$ cat src/rtl/rgb_led_arbiter.sv
// rgb_led_arbiter: shares the single RGB LED (rgb_led0) between NREQ status
// sources. A two-state arbiter grants one requester with a minimum hold time.
// An 8-bit PWM engine, stepped by a clk48 prescaler, renders the granted
// colour onto the active-low LED pins.
// Optional feature: define RGB_LED_ARB_RR_EN for round-robin winner
// selection. When it is undefined, the lowest requesting index wins.
module rgb_led_arbiter #(
    parameter int NREQ         = 4,
    parameter int PWM_DIV      = 188,
    parameter int HOLD_PERIODS = 16
) (
    input  logic                 clk48,
    input  logic                 rst_n,
    input  logic [NREQ-1:0]      req,
    input  logic [24*NREQ-1:0]   color,
    output logic [NREQ-1:0]      grant,
    output logic                 busy,
    output logic                 rgb_led0_r,
    output logic                 rgb_led0_g,
    output logic                 rgb_led0_b
);

    localparam int DIV_W  = (PWM_DIV > 1) ? $clog2(PWM_DIV) : 1;
    localparam int HOLD_W = $clog2(HOLD_PERIODS + 1);
    localparam logic [DIV_W-1:0]  DIV_LAST = DIV_W'(PWM_DIV - 1);
    localparam logic [HOLD_W-1:0] HOLD_MAX = HOLD_W'(HOLD_PERIODS);

    typedef enum logic {
        ST_IDLE  = 1'b0,
        ST_GRANT = 1'b1
    } state_t;

    state_t            state_q, state_d;
    logic [NREQ-1:0]   grant_q, grant_d;
    logic [HOLD_W-1:0] hold_q, hold_d, hold_next;
    logic [DIV_W-1:0]  div_cnt_q, div_cnt_d;
    logic [7:0]        pwm_cnt_q, pwm_cnt_d;
    logic [23:0]       shadow_q, shadow_d;
    logic [2:0]        pins_q, pins_d;
    logic              tick, frame_end;
    logic [NREQ-1:0]   win_idle, win_pre;
    logic              others;

    // Frame counter saturates so a long-held grant never wraps back to "fresh".
    function automatic logic [HOLD_W-1:0] hold_sat_inc(input logic [HOLD_W-1:0] v);
        if (v == HOLD_MAX) begin
            return v;
        end
        return v + HOLD_W'(1);
    endfunction

`ifdef RGB_LED_ARB_RR_EN
    localparam int IDX_W = $clog2(NREQ);

    logic [IDX_W-1:0] last_q, last_d;

    // One-hot pick searching upward from last+1, wrapping modulo NREQ.
    function automatic logic [NREQ-1:0] pick_rr(input logic [NREQ-1:0] elig,
                                                 input logic [IDX_W-1:0] last);
        logic [NREQ-1:0]  oh;
        logic [IDX_W-1:0] sel;
        oh = '0;
        for (int k = 1; k <= NREQ; k++) begin
            sel = IDX_W'((int'(last) + k) % NREQ);
            if (elig[sel] && (oh == '0)) begin
                oh[sel] = 1'b1;
            end
        end
        return oh;
    endfunction

    function automatic logic [IDX_W-1:0] oh_to_idx(input logic [NREQ-1:0] oh);
        logic [IDX_W-1:0] idx;
        idx = '0;
        for (int i = 0; i < NREQ; i++) begin
            if (oh[i]) begin
                idx = IDX_W'(i);
            end
        end
        return idx;
    endfunction

    // Round-robin winners for a fresh grant and for a preemption.
    always_comb begin
        win_idle = pick_rr(req, last_q);
        win_pre  = pick_rr(req & ~grant_q, last_q);
    end
`else
    // One-hot pick of the lowest set index.
    function automatic logic [NREQ-1:0] pick_fixed(input logic [NREQ-1:0] elig);
        logic [NREQ-1:0] oh;
        oh = '0;
        for (int i = 0; i < NREQ; i++) begin
            if (elig[i] && (oh == '0)) begin
                oh[i] = 1'b1;
            end
        end
        return oh;
    endfunction

    // Fixed-priority winners for a fresh grant and for a preemption.
    always_comb begin
        win_idle = pick_fixed(req);
        win_pre  = pick_fixed(req & ~grant_q);
    end
`endif

    // Prescaler and PWM step counter; frame_end marks the last step of a frame.
    always_comb begin
        tick      = (div_cnt_q == DIV_LAST);
        div_cnt_d = tick ? '0 : div_cnt_q + DIV_W'(1);
        pwm_cnt_d = tick ? pwm_cnt_q + 8'd1 : pwm_cnt_q;
        frame_end = tick && (pwm_cnt_q == 8'hFF);
    end

    // Shadow colour only changes on a frame boundary so the PWM never glitches.
    always_comb begin
        shadow_d = shadow_q;
        if (frame_end) begin
            shadow_d = '0;
            for (int i = 0; i < NREQ; i++) begin
                if (grant_q[i]) begin
                    shadow_d = color[24*i +: 24];
                end
            end
        end
    end

    // Active-low pins: lit while the step counter is below the channel duty.
    always_comb begin
        pins_d[2] = ~(pwm_cnt_q < shadow_q[23:16]);
        pins_d[1] = ~(pwm_cnt_q < shadow_q[15:8]);
        pins_d[0] = ~(pwm_cnt_q < shadow_q[7:0]);
    end

    // Arbiter FSM: grant, release on drop, preempt once the hold has elapsed.
    // hold_next counts the frame_end being processed now, so a grant with
    // HOLD_PERIODS=N can be preempted at its N-th frame_end.
    always_comb begin
        state_d   = state_q;
        grant_d   = grant_q;
        hold_d    = hold_q;
        hold_next = hold_sat_inc(hold_q);
        others    = |(req & ~grant_q);
`ifdef RGB_LED_ARB_RR_EN
        last_d    = last_q;
`endif
        case (state_q)
            ST_IDLE: begin
                if (|req) begin
                    state_d = ST_GRANT;
                    grant_d = win_idle;
                    hold_d  = '0;
`ifdef RGB_LED_ARB_RR_EN
                    last_d  = oh_to_idx(win_idle);
`endif
                end
            end
            ST_GRANT: begin
                // A dropped request always wins over a coincident preemption.
                if ((req & grant_q) == '0) begin
                    state_d = ST_IDLE;
                    grant_d = '0;
                    hold_d  = '0;
                end else if (frame_end) begin
                    if ((hold_next == HOLD_MAX) && others) begin
                        grant_d = win_pre;
                        hold_d  = '0;
`ifdef RGB_LED_ARB_RR_EN
                        last_d  = oh_to_idx(win_pre);
`endif
                    end else begin
                        hold_d = hold_next;
                    end
                end
            end
            default: begin
                state_d = ST_IDLE;
                grant_d = '0;
                hold_d  = '0;
            end
        endcase
    end

    // All state registers; synchronous active-low reset turns the LED off.
    always_ff @(posedge clk48) begin
        if (!rst_n) begin
            div_cnt_q <= '0;
            pwm_cnt_q <= '0;
            shadow_q  <= '0;
            pins_q    <= 3'b111;
            state_q   <= ST_IDLE;
            grant_q   <= '0;
            hold_q    <= '0;
`ifdef RGB_LED_ARB_RR_EN
            last_q    <= IDX_W'(NREQ - 1);
`endif
        end else begin
            div_cnt_q <= div_cnt_d;
            pwm_cnt_q <= pwm_cnt_d;
            shadow_q  <= shadow_d;
            pins_q    <= pins_d;
            state_q   <= state_d;
            grant_q   <= grant_d;
            hold_q    <= hold_d;
`ifdef RGB_LED_ARB_RR_EN
            last_q    <= last_d;
`endif
        end
    end

    assign grant      = grant_q;
    assign busy       = |grant_q;
    assign rgb_led0_r = pins_q[2];
    assign rgb_led0_g = pins_q[1];
    assign rgb_led0_b = pins_q[0];

endmodule

$ cat config.mk
export PLATFORM = sky130hd
export DESIGN_NAME = rgb_led_arbiter
export DESIGN_NICKNAME = d
export VERILOG_FILES = /design/src/rtl/rgb_led_arbiter.sv
export SDC_FILE = /design/constraint.sdc
export NUM_CORES = 1
export LEC_CHECK = 0
export ABC_AREA = 1
export BUFFER_PORTS_ARGS = -buffer_cell sky130_fd_sc_hd__buf_2
export CAP_MARGIN = 30
export CORE_ASPECT_RATIO = 1.1
export CORE_MARGIN = 3
export CORE_UTILIZATION = 25
export CTS_BUF_LIST = sky130_fd_sc_hd__clkbuf_8
export DETAILED_ROUTE_END_ITERATION = 16
export GPL_ROUTABILITY_DRIVEN = 0
export SYNTH_ARGS = -nofsm -noshare
export SYNTH_HDL_FRONTEND = slang
export SYNTH_SLANG_ARGS = --single-unit
$ cat constraint.sdc
create_clock -name clk48 -period 2.25 [get_ports clk48]
set_input_delay 0.45 -clock clk48 [delete_from_list [all_inputs] [get_ports clk48]]
set_output_delay 0.45 -clock clk48 [all_outputs]
set_load 0.01 [all_outputs]
# --- Word level (Yosys, flattened, before mapping) ---
# Index checks and enable logic that the tools add are counted.
op_classes:
  muxes: 28
  reduce_logical: 19
  eq_ne: 7
  bitwise_logic: 10
  addsub: 3
  order_cmp: 3
ops:
  columns: ["cell", "n"]
  rows:
  - ["two-way mux 24 bit", 4]
  - ["two-way mux 5 bit", 6]
  - ["less-than comparator 8 bit", 3]
  - ["adder 8 x 1 -> 8 bit, second input constant", 2]
  - ["equality test 8 bit, second input constant", 2]
  - ["two-way mux 4 bit", 4]
  - ["OR reduction 4 bit", 3]
  - ["two-way mux 1 bit", 11]
  - ["equality test 5 bit, second input constant", 2]
  - ["case mux 5 bit (2 select lines)", 1]
  - ["bitwise AND 4 bit", 2]
  - ["logical AND 1 bit", 8]
  - ["case mux 4 bit (2 select lines)", 1]
  - ["inverter 1 bit", 7]
  - ["zero test 3 bit", 2]
  - ["inequality test 3 x 1 -> 1 bit, second input constant", 2]
  - ["adder 5 x 1 -> 5 bit, second input constant", 1]
  - ["zero test 2 bit", 2]
  - ["zero test 4 bit", 1]
  - ["inverter 4 bit", 1]
  - ["AND reduction 3 bit", 1]
  - ["inequality test 2 bit, second input constant", 1]
  - ["case mux 1 bit (2 select lines)", 1]
  - ["AND reduction 2 bit", 1]
  - ["OR reduction 2 bit", 1]
word_totals:
  regBits: 53
  word_cells: 77
  in_bits: 102

# --- Depth between registers and ports, before layout ---
# Gate-level depths: netlist (run 1).
logic_depth:
  word_depth: 16
  ltp_mapped: 13

# --- Worst setup path after synthesis (run 1) ---
# OpenSTA, ideal clock, no wires.
synth_timing:
  path_kind: "register -> register"
  from: "reg pwm_cnt_q[1]"
  to: "reg shadow_q[10]"
  path_buffers: 2
  setup_ns: 0.132
  arrival_ns: 1.431
  stages_incl_launch_ff: 9
  setup_slack_ns: 0.687
  path_cell_list: "dfxtp_1 ha_1 nand3_2 nor2_4 nand4_4 buf_2 buf_2 nand2_1 a21oi_1"
synth_between:
  elab_chain_len: 2
synth_rtl:
  columns: ["item", "line_no", "rtl"]
  rows:
  - ["start: declaration", "37", "logic [7:0] pwm_cnt_q, pwm_cnt_d;"]
  - ["start signal: assignment", "200", "pwm_cnt_q <= pwm_cnt_d;"]
  - ["equality test 8 bit", "113", "frame_end = tick && (pwm_cnt_q == 8'hFF);"]
  - ["logical AND 1 bit", "113", null]
  - ["end signal: assignment", "201", "shadow_q <= shadow_d;"]
  - ["end: declaration", "38", "logic [23:0] shadow_q, shadow_d;"]
# No other way between the ends.
# A chain may end at the register's enable or synchronous reset.

# --- Final worst setup path (run 1) ---
layout_timing:
  from: "reg pwm_cnt_q[0]"
  to: "reg shadow_q[12]"
# Same word-level chain as after synthesis.

==> summary.md, run 1 <==
The flow ran to the end, and the final reports show no timing, DRC or antenna violations. In this run, synthesis inferred 0 flip-flops with an integrated enable. TritonCTS created 5 clock buffers.

Walking the worst path, the cells encountered are ha_1 > nand3_2 > nor2_4 > nand4_4 > buf_4 > a21oi_1 > o21ai_0 > a21oi_1. The detailed router put a total of 4.72 mm of wire on met1. The wire length on met2 was 4.89 mm; the total power of the final layout was 2.42 mW. The maximum buffer depth of the clock tree was 2; the maximum single-stage delay on the critical path was 350 ps. Number of endpoints with negative hold slack in the final report: 0. The fraction of synthesis flops using an asynchronous set or reset pin works out to 0%.

The synthesized netlist occupies a cell area of 0.00356 sq mm. TritonCTS built the clock tree. The total of max-cap violations came out at 0.

The number of setup buffers added after CTS is 0. For this block, the initial DRC count from the detailed router was 180. After detailed routing, the total wire length is 10.2 mm. Count of unresolved DRC violations after routing: 0. Multiplexer cells account for 0% of the synthesized area. The number of primary I/O pins was 110. Yosys attributes the largest share of cell area to sky130_fd_sc_hd__dfxtp_1, sky130_fd_sc_hd__a21oi_1, sky130_fd_sc_hd__nand2_1. For this design, the sink count on the clock tree is 53. After synthesis, the largest family of logic cells by area is simple AND/OR/NAND/NOR gates.

The global-route usage over all layers is 12.7%. In this run the core area contains 45 standard-cell rows. The critical path required time came out at 2500 ps.

The maximum clock frequency is 0.557 GHz, and the count of nets left with antenna violations after detail routing is 0. The floorplan die height was 131 um. The post-synthesis cell count is 536.

The tightest min-delay check is of the in2reg type. Clock tree synthesis selected as its root buffer the cell sky130_fd_sc_hd__clkbuf_8. sky130_fd_sc_hd__nand2_1 is the most common cell in the netlist.

Of all nets on the critical path, the largest fanout is 47. The width of the die was 120 um. Summing over every cut layer, the via total after detailed routing is 3809. The repair_antennas step left the layout with diodes totalling 0. After detailed routing, the average wire length per cell comes to 12.4 um.

Relative max-transition margin: 69.8%. The arithmetic-cell share of the synthesized area counting full adders, half adders and majority gates is 8.79%. By count the netlist is led by sky130_fd_sc_hd__nand2_1, sky130_fd_sc_hd__a21oi_1, sky130_fd_sc_hd__dfxtp_1, sky130_fd_sc_hd__inv_1, sky130_fd_sc_hd__o21ai_0. Of all cell types, the one taking the most synthesized area is sky130_fd_sc_hd__dfxtp_1.

In the routed layout, each cell is associated on average with a via count of 4.62. The share of cells above drive strength 1 is 22.6%. The count of hold buffers inserted by post-cts repair came out at 0. The floorplan step defined a core boundary enclosing 0.0139 sq mm.

The pre-antenna-repair detailed-routing pass consisted of 4 iterations. Yosys printed 0 warnings. Among all flip-flop cells after synthesis, the most frequent one is sky130_fd_sc_hd__dfxtp_1. Summed over its instances, the top area cell type makes up 29.8% of the synthesized netlist area. Post-CTS repair changed the size of 0 cells. For the pin with the worst max-slew slack, the measured transition is 453 ps.

STA classifies the critical path startpoint as a flip-flop. The highest routing layer actually used was met4. The run gives 16.2 ps as the worst clock skew.

The HPWL after detailed placement came out at 8.02 mm. Setup repair after global routing left no endpoint under its margin. Entering global routing, the biggest net connects 49 pins. In this run the number of H-tree levels came out at 2. The count of buffers added on input and output ports is 109. The number of global-route vias before repair is 3445, and the setup TNS is 0 ps. The global-route wire length before repair was 16.6 mm; the initial antenna violation count was 0.

After layout, the worst path uses 79.8% of the clock period. The final layout contains 762 nets. The initial utilization of the core area, before any placement, comes to 25.7%. Summing the areas of all and, or, nand and nor instances in the mapped netlist gives 25.4% of the synthesized area.

After Yosys synthesis, XOR and XNOR cells account for 0.985% of the synthesized area. For the worst-skew pair, the clock arrives at the later sink with an insertion delay of 310 ps. Setup violations remaining at the end of the flow were counted as 0.

Clock-pin slew was measured on the worst setup and hold paths at 110 ps. From synthesis to final layout, the design area changed by 22.9%. The tools report the total count of max-transition violations in the final report as 0. Synthesis instantiated 35 different standard cells from the library. The post-placement cell area is 0.00427 sq mm. The fraction of the mapped netlist area in compound gates works out to 24.9%.

After detailed routing, the met3 layer carries 544 um of wire. The setup slack of the most critical reg-to-reg path came out at 450 ps. The net count of the mapped netlist is 663, and the overall overflow remaining after global route is 0. In this run, synthesis produced a sequential element count of 53. The analysis attributes to cell leakage a power of 1.92 nW. Sequential elements use 29.8% of the synthesized area. The final critical path time including I/O delays and setup is 1800 ps, and the signal arrival time at the worst endpoint is 2050 ps. The slowest cell on the critical path was sky130_fd_sc_hd__dfxtp_1. The tools report the peak supply drop as 311 uV.

STA classifies the critical path endpoint as a flip-flop. The kind of critical path is reg2reg. Finished layout cell area: 0.00437 sq mm.

The per-instance average area after synthesis is 6.64 sq um, and the power per unit of standard cell area is 554 mW/mm^2. The die covers 0.0157 sq mm. Most repeated library cell on the critical path: sky130_fd_sc_hd__a21oi_1.
through the flow:
step	instances	setup slack, ps	hold WS [ps]	utilization (%)
2_1_floorplan	536	687	418	-
3_3_place_gp	816	519	435	30.8
3_5_place_dp	816	467	442	30.8
4_1_cts	824	449	388	31.6
5_1_grt	824	241	422	31.6
6_report	824	454	397	31.6
metal layers:
layer	GRT usage, %	up-vias
li1	-	2010
met1	16.5	1695
met2	22.2	96
met3	2.02	8
met4	2.29	0
met5	0	-
placed cells by master, fill, tap and decap left out, types with 13 or more instances in the layout:
cell type and instances:
sky130_fd_sc_hd__inv_1 52, sky130_fd_sc_hd__nand3_1 39, sky130_fd_sc_hd__dfxtp_1 53, sky130_fd_sc_hd__ha_1 25, sky130_fd_sc_hd__nor2_1 31, sky130_fd_sc_hd__o21ai_1 13
sky130_fd_sc_hd__o21ai_0 48, sky130_fd_sc_hd__a21oi_1 97, sky130_fd_sc_hd__buf_2 109, sky130_fd_sc_hd__nand2_1 103
power breakdown:
group	internal (mW)	switching [mW]	total, mW	leakage, nW
Sequential	0.964	0.0309	0.995	0.429
Clock	0.256	0.336	0.592	0.0518
Combinational	0.298	0.537	0.835	1.44
Total	1.52	0.903	2.42	1.92
critical path, delay by kind of cell (launching register included):
| family | cells | cell delay (ps) |
|---|---|---|
| flops | 1 | 350 |
| compound gates | 3 | 420 |
| simple gates | 3 | 400 |
| fa+ha+maj | 1 | 250 |
| buf+inv | 1 | 300 |
cells by family (layout without fill, tap and decap cells):
| kind of cell | after synthesis | count (layout) |
|---|---|---|
| AND/OR/NAND/NOR | 201 | 201 |
| adder cells (fa/ha/maj) | 25 | 25 |
| buffers and inverters | 83 | 183 |
| flip-flops | 53 | 53 |
| AO/OA/AOI/OAI | 170 | 170 |
| XOR/XNOR | 4 | 4 |
worst paths after layout:
| check | from | cells after the start | endpoint |
|---|---|---|---|
| worst max-delay path | pwm_cnt_q[0] | 8 | shadow_q[12] |
| worst max register to register | pwm_cnt_q[0] | 8 | shadow_q[12] |
| worst min register to register | div_cnt_q[0] | 1 | div_cnt_q[0] |
| worst min-delay path | color[76] | 3 | shadow_q[4] |
registers in the layout (all words and copies together), names as in the netlist:
signal and count:
hold_q 5, pwm_cnt_q 8, pins_q 3, shadow_q 24
div_cnt_q 8, grant 4, state_q 1
area by class of cell:
type | count | area (sq um)
Fill cell | 1562 | 9480
Multi-Input combinational cell | 400 | 2140
Sequential cell | 53 | 1060
Timing Repair Buffer | 121 | 636
Tap cell | 188 | 235
Inverter | 54 | 203
Clock buffer | 6 | 82.6
Clock inverter | 2 | 17.5
No activity file was read; power rests on OpenSTA's default activity.
==> run 2: changes to the inputs <==
ABC_AREA = 0   (was 1)
clock period = 1.7 ns   (was 2.25 ns; I/O delays follow)
==> summary.md, run 2 <==
The flow ran to the end, but the final reports show violations. The final reports fail on negative setup slack. The tools report the worst clock skew as 9.75 ps (was 16.2 ps). The number of antenna diodes was 0 (unchanged); the area of the core was 0.0129 sq mm (was 0.0139 sq mm). The power per unit of standard cell area was 499 mW/mm^2 (was 554 mW/mm^2); the maximum buffer depth of the clock tree was 2 (unchanged). The synthesis-to-layout area growth is 48.8% (was 22.9%). Static timing analysis puts the maximum clock frequency at 0.545 GHz.

Ratio of routed vias to standard cells: 5.13 (was 4.62). The startpoint type of the worst setup path is a flip-flop (unchanged). The slowest cell on the critical path is sky130_fd_sc_hd__or4_4 (was sky130_fd_sc_hd__dfxtp_1). For the number of endpoints failing setup at the final stage, the log shows 8 (was 0). The worst hold path class is in2reg (unchanged). The distinct cell type count of the synthesized netlist is 52 (was 35). The run gives 2.06 nW (was 1.92 nW) as the leakage power total. The initial antenna violation count was 0 (unchanged). The H-tree depth is 2 (unchanged), and the clock net sink count is 53 (unchanged). TritonCTS built the clock tree. The run gives 0 (unchanged) as the count of unresolved DRC violations after routing. The logs give 3499 (was 3445) for the number of global-route vias before repair and 3679 (was 3809) for the via count of the routed design. The tools report the buffer type at the clock tree root as sky130_fd_sc_hd__clkbuf_8 (unchanged).

The largest area contributor in the netlist was sky130_fd_sc_hd__dfxtp_1 (unchanged). The number of enable-type register cells in the synthesized netlist works out to 0 (unchanged). Relative max-transition margin: 74.0% (was 69.8%). The kind of critical path is reg2out (was reg2reg).

The run gives 49 (unchanged) as the largest net degree at the start of global routing. Dominant cells by area after synthesis: sky130_fd_sc_hd__dfxtp_1, sky130_fd_sc_hd__a211oi_1, sky130_fd_sc_hd__ha_1 (was sky130_fd_sc_hd__dfxtp_1, sky130_fd_sc_hd__a21oi_1, sky130_fd_sc_hd__nand2_1). The width of the die works out to 117 um (was 120 um). HPWL after detailed placement: 7.78 mm (was 8.02 mm).

The share of Yosys cell area claimed by the top area cell type was 31.5% (was 29.8%). Setup slack of the critical path after layout: -133 ps (was 454 ps). The final critical path takes up 108% of the cycle. The register bank with the most flops was shadow_q (unchanged).

The effective utilization at floorplan is 26.1% (was 25.7%). The flip-flop count of the largest register after layout was 24 (unchanged). The tools report the number of endpoints with negative hold slack in the final report as 0 (unchanged).

Leading cell types by count after synthesis: sky130_fd_sc_hd__dfxtp_1, sky130_fd_sc_hd__a211oi_1, sky130_fd_sc_hd__nor2_1, sky130_fd_sc_hd__inv_1, sky130_fd_sc_hd__nor3_1 (was sky130_fd_sc_hd__nand2_1, sky130_fd_sc_hd__a21oi_1, sky130_fd_sc_hd__dfxtp_1, sky130_fd_sc_hd__inv_1, sky130_fd_sc_hd__o21ai_0). Slew at the pin with the worst max-slew slack: 390 ps (was 453 ps). The global-route wire length before repair is 16.7 mm (was 16.6 mm). The post-synthesis cell count came out at 412 (was 536).

The share of cells above drive strength 1 was 45.2% (was 22.6%). The non-filler instance count after layout is 717 (was 824). The tools report the final-stage net count as 686 (was 762). The final critical path time including I/O delays and setup came out at 1830 ps. The highest fanout seen on the critical path is 2 (was 47). The type of destination of the critical path is an output pin (was a flip-flop).

Most utilized layer in the global route result: met2 (unchanged). The count of buffers from port buffering was 109 (unchanged); the worst setup timing slack at the placement stage was -115 ps (was 467 ps). The total count of max-transition violations in the final report came out at 0 (unchanged).

The count of hold buffers inserted by post-cts repair is 0 (unchanged), and the count of nets left with antenna violations after detail routing is 0 (unchanged). Total of max-cap violations: 0 (unchanged). The signal arrival time at the worst endpoint came out at 1490 ps (was 2050 ps). Most frequent cells in the layout: sky130_fd_sc_hd__buf_2, sky130_fd_sc_hd__buf_4, sky130_fd_sc_hd__nor2_1, sky130_fd_sc_hd__dfxtp_1, sky130_fd_sc_hd__inv_1 (was sky130_fd_sc_hd__buf_2, sky130_fd_sc_hd__nand2_1, sky130_fd_sc_hd__a21oi_1, sky130_fd_sc_hd__dfxtp_1, sky130_fd_sc_hd__inv_1). Setup repair after global routing could not meet its margin everywhere. The tools report the net count of the mapped netlist as 539 (was 663). The register area share after synthesis is 31.5% (was 29.8%).

For the critical path required time, the log shows 1360 ps (was 2500 ps). For the fraction of met2 tracks used by global routing, the log shows 25.6% (was 22.2%). The global-route usage over all layers is 13.9% (was 12.7%), and the fraction of synthesis flops using an asynchronous set or reset pin is 0% (unchanged). For the die footprint, the log shows 0.0149 sq mm (was 0.0157 sq mm). For the clock network latency to the later pin of the worst-skew pair, the log shows 310 ps (about the same). The dominant delay contributor by cell family on the critical path is simple AND/OR/NAND/NOR gates (was compound AO/OA/AOI/OAI gates). The tools report the number of synthesis warnings as 0 (unchanged).

For the count of TritonRoute iterations in the first routing pass, the log shows 4 (unchanged). The total power of the final layout was 2.50 mW (was 2.42 mW); the placement row count was 43 (was 45). The top flip-flop cell by instance count after synthesis was sky130_fd_sc_hd__dfxtp_1 (unchanged). Most repeated library cell on the critical path: sky130_fd_sc_hd__buf_6 (was sky130_fd_sc_hd__a21oi_1).

The maximum single-stage delay on the critical path came out at 500 ps (was 350 ps). The tools report the worst hold slack after final layout as 326 ps (was 397 ps). For the overall routed net length, the log shows 11.1 mm (was 10.2 mm).

Regs by FF count: shadow_q (24), div_cnt_q (8), pwm_cnt_q (8) (unchanged). Number of register bits inferred by synthesis: 53 (unchanged). The overall overflow remaining after global route came out at 0 (unchanged). The netlist area before placement was 0.00337 sq mm (was 0.00356 sq mm); the average detailed-routed wire length per instance was 15.5 um (was 12.4 um). Peak supply drop: 243 uV (was 311 uV). Series of cell instances along the critical path: buf_6 > buf_12 > or4_4 > buf_6 (was ha_1 > nand3_2 > nor2_4 > nand4_4 > buf_4 > a21oi_1 > o21ai_0 > a21oi_1). The clock-pin slew reported for the worst setup and hold paths after clock tree synthesis was 90 ps (was 110 ps). The most common cell in the netlist is sky130_fd_sc_hd__dfxtp_1 (was sky130_fd_sc_hd__nand2_1).

The run gives 110 (unchanged) as the number of primary I/O pins. Per-instance average area after synthesis: 8.18 sq um (was 6.64 sq um). The met1 routing resource usage after global routing was 16.0% (was 16.5%). The number of buffers created by CTS is 5 (unchanged). The run gives 165 (was 180) as the violation count after the first detailed-routing iteration. The global routing usage on met3 is 2.83% (was 2.02%), and the placed cell count is 693 (was 816). The worst path buffer plus inverter count works out to 3 (was 1).

The leading cell type in the layout, fill and taps excluded was sky130_fd_sc_hd__buf_2 (unchanged). The floorplan die height came out at 128 um (was 131 um).
[run 2: layout make-up]
class	count	area, sq um
clock buffer	5	68.8
clock inverter	3	13.8
fill	1295	7900
inverter	31	116
multi-input combinational	300	2420
sequential	53	1070
tap	157	196
timing repair buffer	168	1130
[run 2: logic make-up (layout without fill, tap and decap cells)]
logic type                 count (synthesis)  count (layout)  synth area share, %
muxes                                      5               5                 1.49
and+or+nand+nor                          139             139                 21.2
DFF                                       53              53                 31.5
adders and majority gates                 25              25                 9.28
xor gates and xnor gates                  13              13                 3.38
AOI/OAI and AO/OA                        118             118                 25.9
buffers and inverters                     59             207                 7.24
[run 2: final timing paths]
check	from	end	slack (ps)	cells after the start
setup / recovery	grant[1]	busy	-130	4
hold / removal	req[1]	grant[1]	330	3
setup reg to reg	grant[1]	grant[3]	-90	8
hold reg to reg	shadow_q[3]	shadow_q[3]	480	2
[run 2: through the flow]
stage | instance area [sq um] | util, % | setup TNS (ps)
floorplan | 3380 | - | 0
global placement | 4370 | 33.8 | -194
detailed placement | 4370 | 33.8 | -572
CTS | 4790 | 37.1 | -366
global route | 5010 | 38.8 | -2510
finish | 5010 | 38.8 | -411
[run 2: report_power, final]
| group | internal (mW) | switching, mW | leakage [nW] |
|---|---|---|---|
| registers | 1.26 | 0.0110 | 0.432 |
| clock network | 0.281 | 0.421 | 0.0491 |
| logic | 0.266 | 0.269 | 1.58 |
| total | 1.80 | 0.701 | 2.06 |
[run 2: worst reg2reg max path: stages, from the launching register on]
cell                       delay, ps
sky130_fd_sc_hd__dfxtp_2         330
sky130_fd_sc_hd__buf_4           140
sky130_fd_sc_hd__a222oi_1        350
sky130_fd_sc_hd__buf_4           200
sky130_fd_sc_hd__or2b_1          230
sky130_fd_sc_hd__nand3b_1        150
sky130_fd_sc_hd__o22ai_1          90
sky130_fd_sc_hd__nand3_1          90
sky130_fd_sc_hd__mux2i_1          90
[run 2: routing by layer]
layer,vias up,share of wire [%]
met1,1740,42
met5,-,0
met4,0,1.8
li1,1812,-
met2,110,51
met3,17,5.2
[run 2: repair_timing]
| action | 4_1_cts | 5_1_grt |
|---|---|---|
| pin swaps | 14 | 24 |
| resized for setup | 39 | 39 |
| gates cloned | 3 | 0 |
| setup endpoints to repair | 17 | 34 |
| buffers inserted | 6 | 7 |
